==> src/rtl/alu_sequencer.sv <==
// rtl/alu_sequencer.sv - issues one command to an external registered ALU cmd_cnt+1 times, feeding each result back as operand a
// Optional result flags (res_zero, res_neg) are built only when ALU_SEQ_FLAGS_EN is defined.
module alu_sequencer #(
   parameter int N = 4,
   parameter int M = 4,
   parameter int C = 3
) (
   input  logic         clk,
   input  logic         rst,
   input  logic         cmd_valid,
   output logic         cmd_ready,
   input  logic [M-2:0] cmd_op,
   input  logic [N-1:0] cmd_a,
   input  logic [N-1:0] cmd_b,
   input  logic [C-1:0] cmd_cnt,
   output logic [N-1:0] alu_a,
   output logic [N-1:0] alu_b,
   output logic [M-2:0] alu_op,
   input  logic [N-1:0] alu_out,
   output logic         res_valid,
   input  logic         res_ready,
   output logic [N-1:0] res_data,
`ifdef ALU_SEQ_FLAGS_EN
   output logic         res_zero,
   output logic         res_neg,
`endif
   output logic         busy
);

   typedef enum logic [1:0] {
      IDLE  = 2'b00,
      ISSUE = 2'b01,
      WAIT  = 2'b10,
      DONE  = 2'b11
   } state_t;

   state_t        state;
   state_t        state_next;
   logic [C-1:0]  rem;
   logic          accept;
   logic          reissue;
   logic          finish;

   always_ff @(posedge clk) begin
      if (rst) begin
         state <= IDLE;
      end else begin
         state <= state_next;
      end
   end

   always_comb begin
      state_next = state;
      accept     = 1'b0;
      reissue    = 1'b0;
      finish     = 1'b0;
      cmd_ready  = 1'b0;
      res_valid  = 1'b0;
      busy       = 1'b1;
      case (state)
         IDLE: begin
            cmd_ready = 1'b1;
            busy      = 1'b0;
            if (cmd_valid) begin
               accept     = 1'b1;
               state_next = ISSUE;
            end
         end
         ISSUE: begin
            state_next = WAIT;
         end
         WAIT: begin
            // rem counts issues still owed after the current one, so 0 means this result is final
            if (rem != '0) begin
               reissue    = 1'b1;
               state_next = ISSUE;
            end else begin
               finish     = 1'b1;
               state_next = DONE;
            end
         end
         DONE: begin
            res_valid = 1'b1;
            if (res_ready) begin
               state_next = IDLE;
            end
         end
         default: begin
            state_next = IDLE;
         end
      endcase
   end

   always_ff @(posedge clk) begin
      if (rst) begin
         alu_a <= '0;
         alu_b <= '0;
         alu_op <= '0;
         rem <= '0;
      end else if (accept) begin
         alu_a <= cmd_a;
         alu_b <= cmd_b;
         alu_op <= cmd_op;
         rem <= cmd_cnt;
      end else if (reissue) begin
         alu_a <= alu_out;
         rem <= rem - C'(1);
      end
   end

   always_ff @(posedge clk) begin
      if (rst) begin
         res_data <= '0;
      end else if (finish) begin
         res_data <= alu_out;
      end
   end

`ifdef ALU_SEQ_FLAGS_EN
   always_ff @(posedge clk) begin
      if (rst) begin
         res_zero <= 1'b0;
         res_neg <= 1'b0;
      end else if (finish) begin
         res_zero <= (alu_out == '0);
         res_neg <= alu_out[N-1];
      end
   end
`endif

endmodule

==> config.mk <==
export PLATFORM = sky130hd
export DESIGN_NAME = alu_sequencer
export DESIGN_NICKNAME = d
export VERILOG_FILES = /design/src/rtl/alu_sequencer.sv
export SDC_FILE = /design/constraint.sdc
export NUM_CORES = 1
export LEC_CHECK = 0
export ABC_AREA = 1
export CAP_MARGIN = 10
export CORE_ASPECT_RATIO = 0.75
export CORE_MARGIN = 4
export CORE_UTILIZATION = 41
export DETAILED_ROUTE_END_ITERATION = 8
export GPL_ROUTABILITY_DRIVEN = 0
export PLACE_DENSITY = 0.78
export SYNTH_ARGS = -nofsm -noshare
export SYNTH_HDL_FRONTEND = slang
export SYNTH_SLANG_ARGS = --single-unit
export TNS_END_PERCENT = 1
==> constraint.sdc <==
create_clock -name clk -period 1.35 [get_ports clk]
set_input_delay 0.2025 -clock clk [delete_from_list [all_inputs] [get_ports clk]]
set_output_delay 0.2025 -clock clk [all_outputs]
set_load 0.02 [all_outputs]
==> impl_summary.log <==
[metrics] Yosys warning total: 0
[metrics] Worst-path clk slew: 0.12 ns
[metrics] minimum setup slack among reg-to-reg paths: 0.08 ns
[metrics] switching share of power: 30.33%
[metrics] setup repair after global routing missed its margin: yes
[metrics] number of levels the H-tree was split into: 1
[metrics] CTS buffer count: 3
[metrics] number of nets with antenna violations after routing: 0
[metrics] CP Data Arrival Time: 1.08 ns
[metrics] Unique masters post-synth: 19
[metrics] Max-Slew Margin vs Limit: 84.76%
[metrics] maximum clock frequency: 777.6 MHz
[metrics] WP data required: 1.15 ns
[metrics] max-capacitance violation count: 0
[metrics] relative area change from synthesis to final layout: 54.50%
[metrics] Hold Buf Count CTS: 0
[metrics] crit path max-delay cell type: dfxtp_4
[metrics] total leakage power: 0.7246 nW
[metrics] setup repair bufs after CTS: 0
[metrics] quantity of I/O buffers inserted on ports: 39
[metrics] summed instance area of the synthesized netlist: 945.9 sq um
[metrics] Final Max Tran Viols: 0
[metrics] share of total power in the clock network: 29.4%
[metrics] total via count after detailed routing: 984
[metrics] initial antenna violation count: 0
[metrics] Sinks on Clock Net: 20
[metrics] final non-filler cell area: 1461 sq um
[metrics] min cycle time layout: 1.286 ns
[metrics] share of synthesized registers carrying an async set or reset: 0%
[metrics] Iteration-0 DRC Markers: 75
[metrics] internal portion of total power: 1.178 mW
[metrics] post-route DRC violation count: 0
[metrics] overall routed net length: 2527 um
[metrics] total number of nets in the final design: 205
[metrics] share of the clock period used by the worst path: 95.27%
[metrics] mean area per synthesized cell: 7.221 sq um
[metrics] delay-heaviest family, CP: flip-flops
[metrics] Detailed Place HPWL: 1992 um
[metrics] power spent charging and discharging nets: 512.6 uW
[metrics] leading cell type by number of instances after synthesis: nor2_1
[metrics] top-area cell type share of the netlist area: 42.33%
[metrics] syn nets: 155
[metrics] worst ir drop on vdd: 805.0 uV
[metrics] final cell count without fillers: 204
[metrics] clock insertion delay at the later pin of the skew report: 0.31 ns
[metrics] effective utilization at floorplan: 45.00%
[metrics] maximum fanout along the worst path: 5
[metrics] Antenna diodes: 0
[metrics] die area: 3147 sq um
[metrics] areal power density over the cells: 1157 nW/um^2
[metrics] number of placed instances with taps included: 200
[metrics] Worst path max stage delay: 0.40 ns
[metrics] status: complete, no violations
[metrics] most instantiated cells after synthesis: nor2_1 (25), dfxtp_1 (20), nand2_1 (19), inv_1 (16), nand3_1 (13)
[metrics] I/O pins: 40
[metrics] largest area contributor in the synthesized netlist: dfxtp_1
[metrics] classification of the worst setup path: register to output pin
[metrics] share of the yosys chip area belonging to registers: 42.33%
[metrics] count of flip-flops with a built-in enable after synthesis: 0
[metrics] number of register bits inferred by synthesis: 20
[metrics] detailed-routing iteration count for the pre-antenna-repair pass: 4
[metrics] type of the most critical hold path: primary input to register
[metrics] number of standard cells after synthesis: 131
[metrics] CP Buf/Inv Count: 2
[metrics] dominant cells by area after synthesis: dfxtp_1 (42%), nor2_1 (9.9%), nand2_1 (7.5%)
[metrics] Fin. Hold Viols: 0
[metrics] Total GRT Usage: 17.43%
[metrics] maximum root-to-sink buffer count: 2
[metrics] wire per inst: 12.39 um
[metrics] prevailing post-synth register cell: dfxtp_1
[metrics] global-route wire length before repair: 4340 um
[metrics] total number of placement rows: 14
[metrics] GRT overflow: 0
[metrics] sequential share of power: 40.6%
[metrics] vias per std cell: 4.824
[metrics] CTS root buf: clkbuf_4
[metrics] CP Launch Type: register
[metrics] Vert. Die Dim: 49.60 um
[metrics] share of final-layout standard cells stronger than drive strength 1: 18.33%
[metrics] Comb pwr share: 30.0%
[metrics] core footprint: 2102 sq um
[metrics] die boundary width: 63.46 um
[metrics] largest net degree at the start of global routing: 14
[metrics] via count of the first global-routing pass: 965
[metrics] clock tree from TritonCTS: done
[metrics] slew at the pin with the worst max-slew slack: 0.2295 ns
[metrics] final number of setup-violating endpoints: 0
[metrics] Final Skew: 0.002025 ns
[metrics] Area after DPL: 1426 sq um
[metrics] cell chain of the critical path: nand2_1 > inv_1 > clkdlybuf4s15_2
[metrics] type of element capturing the critical path: output pin
==> layer usage <==
metal / global-route usage (%) / share of wire, % / vias up
li1: - / - / 513
met4: 3.584 / 1.3 / 0
met5: 0 / 0 / -
met3: 6.136 / 7.6 / 4
met2: 29.46 / 46 / 33
met1: 21.34 / 45 / 434
==> power by group through the flow <==
stage	clock, mW	combinational, mW	sequential [mW]
2_1_floorplan	0	0.240	0.749
3_3_place_gp	0	0.527	0.696
3_5_place_dp	0	0.540	0.699
4_1_cts	0.510	0.514	0.684
5_1_grt	0.533	0.565	0.697
6_report	0.498	0.507	0.686
==> area by class of cell <==
| class | count | area (sq um) |
|---|---|---|
| clock inverter | 1 | 30.03 |
| fill | 193 | 640.6 |
| inverter | 18 | 68.82 |
| clock buffer | 3 | 22.52 |
| multi-input combinational | 89 | 451.7 |
| sequential | 20 | 407.9 |
| tap | 24 | 30.03 |
| timing repair buffer | 49 | 450.4 |
==> flip-flops by register name, indices dropped and copies added, names as in the netlist <==
signal	count
alu_a	4
alu_b	4
alu_op	3
rem	3
res_data	4
state	2
==> through the flow <==
step	hold WS (ns)	util, %	TNS, ns	setup slack [ns]	power [mW]
after detailed placement	0.4764	67.86	-0.03898	-0.03898	1.239
after CTS	0.4772	69.70	0	0.003778	1.708
after global routing	0.4795	69.52	-0.005044	-0.005044	1.794
after global placement	0.4682	67.86	0	0.01586	1.224
after floorplan	0.3374	-	0	0.1284	0.9891
final	0.4835	69.52	0	0.06392	1.690
==> tightest hold or removal path, stage by stage <==
cell             delay [ns]
clkdlybuf4s50_1        0.39
o21ai_1                0.13
nor2_1                 0.04
==> what timing repair did <==
item / CTS / global route
cloned: 0 / 0
pin swaps: 0 / 0
gates resized for setup: 24 / 6
setup endpoints to repair: 20 / 7
==> kinds of logic (layout without fill, tap and decap cells) <==
| kind of cell | count (synthesis) | after routing | share of synthesized area [%] |
|---|---|---|---|
| flip-flops | 20 | 20 | 42.33 |
| AO/OA/AOI/OAI | 23 | 23 | 12.96 |
| adder cells (fa/ha/maj) | 2 | 2 | 2.645 |
| buffers and inverters | 22 | 71 | 10.18 |
| AND/OR/NAND/NOR | 64 | 64 | 31.88 |
==> cells in the final DEF, fill, tap and decap left out, drive strengths merged, types with 5 or more instances in the layout <==
cell type	Yosys	routed
a21oi	8	8
buf	2	10
clkbuf	2	5
clkdlybuf4s50	0	21
dfxtp	20	20
dlygate4sd2	0	15
inv	17	17
nand2	22	22
nand3	15	15
nor2	27	27
o21ai	15	15
==> worst paths after layout <==
path	from	to	cells past startpoint
min	cmd_b[0]	alu_b[0]	3
min reg2reg	rem[1]	rem[1]	2
max reg2reg	rem[0]	alu_a[0]	8
max	state[1]	res_valid	3
(Power assumes the default switching activity.)
==> variant 1 (same settings) <==
The 4 states of `state_t` get a Gray code encoding in 2 bits.
--- a/src/rtl/alu_sequencer.sv
+++ b/src/rtl/alu_sequencer.sv
@@ -32,4 +32,4 @@
       ISSUE = 2'b01,
-      WAIT  = 2'b10,
-      DONE  = 2'b11
+      WAIT  = 2'b11,
+      DONE  = 2'b10
    } state_t;
Behaviour: no difference found for any inputs over 10 cycles, from zero or initial values and one cycle with rst high; not proved beyond that.
==> variant 1 against the unedited design <==
First-iteration DRC count is 45% lower; power is 4.1% higher; setup slack worse by 17 ps; cell area is 1.6% lower; wire length is 0.32% lower; sequential cell count stayed put; area after synthesis is 0.93% lower; highest routed layer unchanged.
==> variant 1: results (changes against the unedited design) <==
GRT:
- The first-pass GRT wire length is 4.37 mm (+0.78%).
- The global routing usage summed across all routing layers came to 0.173 (-0.00130).
- The met3 global-route usage is 0.0576 (-0.00376).
- The met2 routing resource usage after global routing is 0.303 (+0.00835).

Layout:
- The count of filler cells inserted in the layout is 186 (-3.6%).
- The area occupied by registers is 402 um2 (-1.5%).

Place:
- The estimated wirelength of the detail-placed design is 1.97 mm (-1.2%).

Synth:
- The adder-cell share of the synthesized area is 0.0267 (+0.000247).
- The commonest cells after synthesis are 41 x sky130_fd_sc_hd__nor2_1, 20 x sky130_fd_sc_hd__dfxtp_1, 15 x sky130_fd_sc_hd__nand3_1.
- Ranked by total cell area, the synthesized netlist is headed by sky130_fd_sc_hd__dfxtp_1 43%, sky130_fd_sc_hd__nor2_1 16%, sky130_fd_sc_hd__nand3_1 8.0%.
- The fraction of the mapped netlist area in compound gates is 0.0748 (-0.0549).

Timing:
- The post-route worst setup slack was 47.1 ps (-16.9 ps).
- The post-route clock skew is 2.96 ps (+0.933 ps).

Critical path:
- The library cell contributing the largest single delay on the critical path is sky130_fd_sc_hd__dfxtp_2.
- The worst reg2reg path endpoint is rem[2]$_SDFFE_PP0P_.
- The longest individual stage delay on the worst path is 360 ps (-40 ps).
- In this run the critical register-to-register path is launched from state[0]$_SDFFE_PP0P_.
- The number of cells on the worst reg-to-reg path is 7 (-1).
- The arrival time at the worst endpoint is 1100 ps (+20 ps).
- The flop-to-flop setup slack is 100 ps (+20 ps).

Min path:
- The startpoint identified for the worst hold timing path is cmd_b[3].

Power and ir drop:
- The leakage power of the design came to 0.712 nW (-1.8%).
- The internal cell power was 0.00120 W (+2.2%).

Outcome:
- The run finished with clean final reports.

Clocking:
- The post-CTS resize count is 25 (+4.2%).

Routing:
- The average wire length per cell after detail routing was 12.3 um (-0.32%).
- The total number of vias is 1009 (+2.5%).
- The length of routed met2 wiring is 1.26 mm (+8.3%).
- The number of design-rule violations left by the first detailed-router iteration came to 41 (-45%).
==> variant 1: power by group through the flow <==
stage	combinational [W]	clock [W]	sequential, W
floorplan	0.000274	0	0.000750
global placement	0.000571	0	0.000695
detailed placement	0.000582	0	0.000700
CTS	0.000553	0.000503	0.000685
global route	0.000629	0.000534	0.000697
finish	0.000568	0.000502	0.000689
==> variant 1: cell type report <==
| class | instances | area share |
|---|---|---|
| Sequential cell | 20 | 0.279 |
| Timing Repair Buffer | 46 | 0.305 |
| Clock buffer | 3 | 0.0157 |
| Tap cell | 24 | 0.0209 |
| Inverter | 16 | 0.0435 |
| Multi-Input combinational cell | 94 | 0.315 |
| Clock inverter | 1 | 0.0209 |
==> variant 1: through the flow <==
stage | hold slack (ps) | std cells
3_3_place_gp | 464 | 199
4_1_cts | 489 | 203
3_5_place_dp | 475 | 199
2_1_floorplan | 337 | 135
5_1_grt | 501 | 204
6_report | 484 | 204
==> variant 2 (same flow settings) <==
Without the edit above. The parameter `M` goes from 4 to 5.
--- a/src/rtl/alu_sequencer.sv
+++ b/src/rtl/alu_sequencer.sv
@@ -4,3 +4,3 @@
    parameter int N = 4,
-   parameter int M = 4,
+   parameter int M = 5,
    parameter int C = 3
Ports: changed (resized alu_op and cmd_op); port bits go from 40 to 42. No check against the original RTL was run, so the function may have changed too.
==> variant 2 against the unedited design <==
Setup slack worse by 19 ps; combinational power is 7.3% higher; non-clock buffer count is 3 higher; area after synthesis is 6.3% higher; sequential cell count is 1 higher; hold slack better by 1.6 ps; wire length is 8.3% higher; synthesized cell count is 11% higher; cell area is 4.9% higher; power is 6.6% lower; critical path depth stayed put; via count is 7.1% higher; largest power group unchanged.
==> variant 2: results (changes against the unedited design) <==
Place:
- The estimated wirelength of the detail-placed design is 2.09 mm (+4.8%).
- The number of port buffers is 41 (+5.1%).

Power and ir drop:
- The power spent charging and discharging nets is 0.000532 W (+3.7%).
- The relative contribution of the clock network to total power is 0.197 (-0.097).
- The worst supply voltage drop on vdd is 0.000709 V (-12%).
- The leakage power of the design is 0.790 nW (+9.0%).
- The combinational share of power came to 0.345 (+0.045).

Clocking:
- The tree is rooted in a sky130_fd_sc_hd__clkbuf_4.
- The number of post-CTS setup repair buffers is 0 (unchanged).
- The number of buffers on the longest clock path is 2 (unchanged).
- The post-CTS resize count is 26 (+8.3%).
- Clock-pin slew was measured on the worst setup and hold paths at 110 ps.

Layout:
- The layout cell share with drive strength beyond 1 is 0.138 (-0.0456).
- The count of antenna diodes in the layout is 0 (unchanged).
- The count of filler cells inserted in the layout is 226 (+17%).
- The total number of nets in the final design is 222 (+8.3%).

Synth:
- The count of yosys warnings during synthesis came to 0 (unchanged).
- The fraction of the yosys area taken by sequential cells is 0.418 (-0.00537).
- Ranked by total cell area, the synthesized netlist is headed by sky130_fd_sc_hd__dfxtp_1 42%, sky130_fd_sc_hd__nor2_1 13%, sky130_fd_sc_hd__nand2_1 9.7%.
- The fraction of synthesized area in multiplexers is 0 (unchanged).
- The synthesized net count is 170 (+9.7%).
- The adder-cell share of the synthesized area is 0.0249 (-0.00158).
- The share of async-settable or async-resettable flops after synthesis was 0 (unchanged).
- The fraction of the mapped netlist area in compound gates came to 0.0846 (-0.0451).
- The number of distinct library cell variants in the gate-level netlist after synthesis is 21 (+2).
- By count the netlist is led by 34 x sky130_fd_sc_hd__nor2_1, 26 x sky130_fd_sc_hd__nand2_1, 21 x sky130_fd_sc_hd__dfxtp_1.

Critical path:
- The flop-to-flop setup slack is 60 ps (-20 ps).
- The arrival time at the worst endpoint is 1100 ps (+20 ps).
- The longest individual stage delay on the worst path came to 400 ps (about the same).
- The worst-path maximum fanout is 6 (+1).

GRT:
- The global routing usage summed across all routing layers is 0.176 (+0.00201).
- The first-pass GRT wire length is 4.59 mm (+5.7%).
- The largest net degree at the start of global routing is 20 (+6).

Routing:
- The number of nets with antenna violations after routing is 0 (unchanged).
- The number of design-rule violations left by the first detailed-router iteration is 81 (+8.0%).
- The DRC violation count after routing is 0 (unchanged).
- The total number of vias is 1054 (+7.1%).
- The average wire length per cell after detail routing is 11.9 um (-4.0%).
- The detailed-router iteration count before antenna repair is 4 (unchanged).

Timing:
- The hold slack was 485 ps (+1.64 ps).
- The post-route clock skew is 6.13 ps (+4.11 ps).
- The measured slew at the worst slew-check pin was 233 ps (+3.01 ps).

Outcome:
- The run finished with clean final reports.
## variant 2: changes by cell type after synthesis, sizes merged
| cell | change |
|---|---|
| nor2 | +9 |
| nand2 | +5 |
| a21oi | -6 |
| buf | +2 |
| inv | +2 |
| nor3 | +4 |
| nand3 | -10 |
| clkbuf | -1 |
| nand3b | +8 |
| dfxtp | +1 |
## variant 2: final timing paths
check | start | end | depth (start not counted)
worst min register to register | alu_op[1]$_SDFFE_PP0P_ | alu_op[1]$_SDFFE_PP0P_ | 2
worst max register to register | rem[0]$_SDFFE_PP0P_ | rem[2]$_SDFFE_PP0P_ | 8
worst max-delay path | state[1]$_SDFFE_PP0P_ | res_valid | 3
worst min-delay path | rst | state[0]$_SDFFE_PP0P_ | 2
## variant 2: cell type report
class / count / area, um2 / share of cell area
repair buffers: 52 / 475 / 0.310
clock buffers: 4 / 26.3 / 0.0171
multi-input cells: 99 / 484 / 0.316
flip-flops and latches: 21 / 429 / 0.280
inverters: 20 / 75.1 / 0.0490
well taps: 34 / 42.5 / 0.0278
## variant 2: cell families after synthesis
family,count (synthesis)
and+or+nand+nor,80
buffers and inverters,25
DFF,21
AOI/OAI and AO/OA,17
adders and majority gates,2
## variant 2: per-stage QoR
step           power [W]  area [um2]  setup slack (ps)  setup TNS (ps)  std cells
2_1_floorplan    0.00104        1010               150               0        145
3_3_place_gp     0.00129        1520            -0.784          -0.784        226
3_5_place_dp     0.00131        1520             -56.2            -141        226
4_1_cts          0.00158        1530              8.48               0        230
5_1_grt          0.00168        1530             -16.7           -16.7        230
6_report         0.00158        1530              44.7               0        230
## variant 2: routing by layer
metal	track usage	part of all wire	vias to the layer above	wire, um
met5	0	0	-	0
met4	0.0207	0.0037	0	10
met3	0.0571	0.042	2	114
met2	0.319	0.51	18	1390
met1	0.209	0.45	486	1220
li1	-	-	548	-
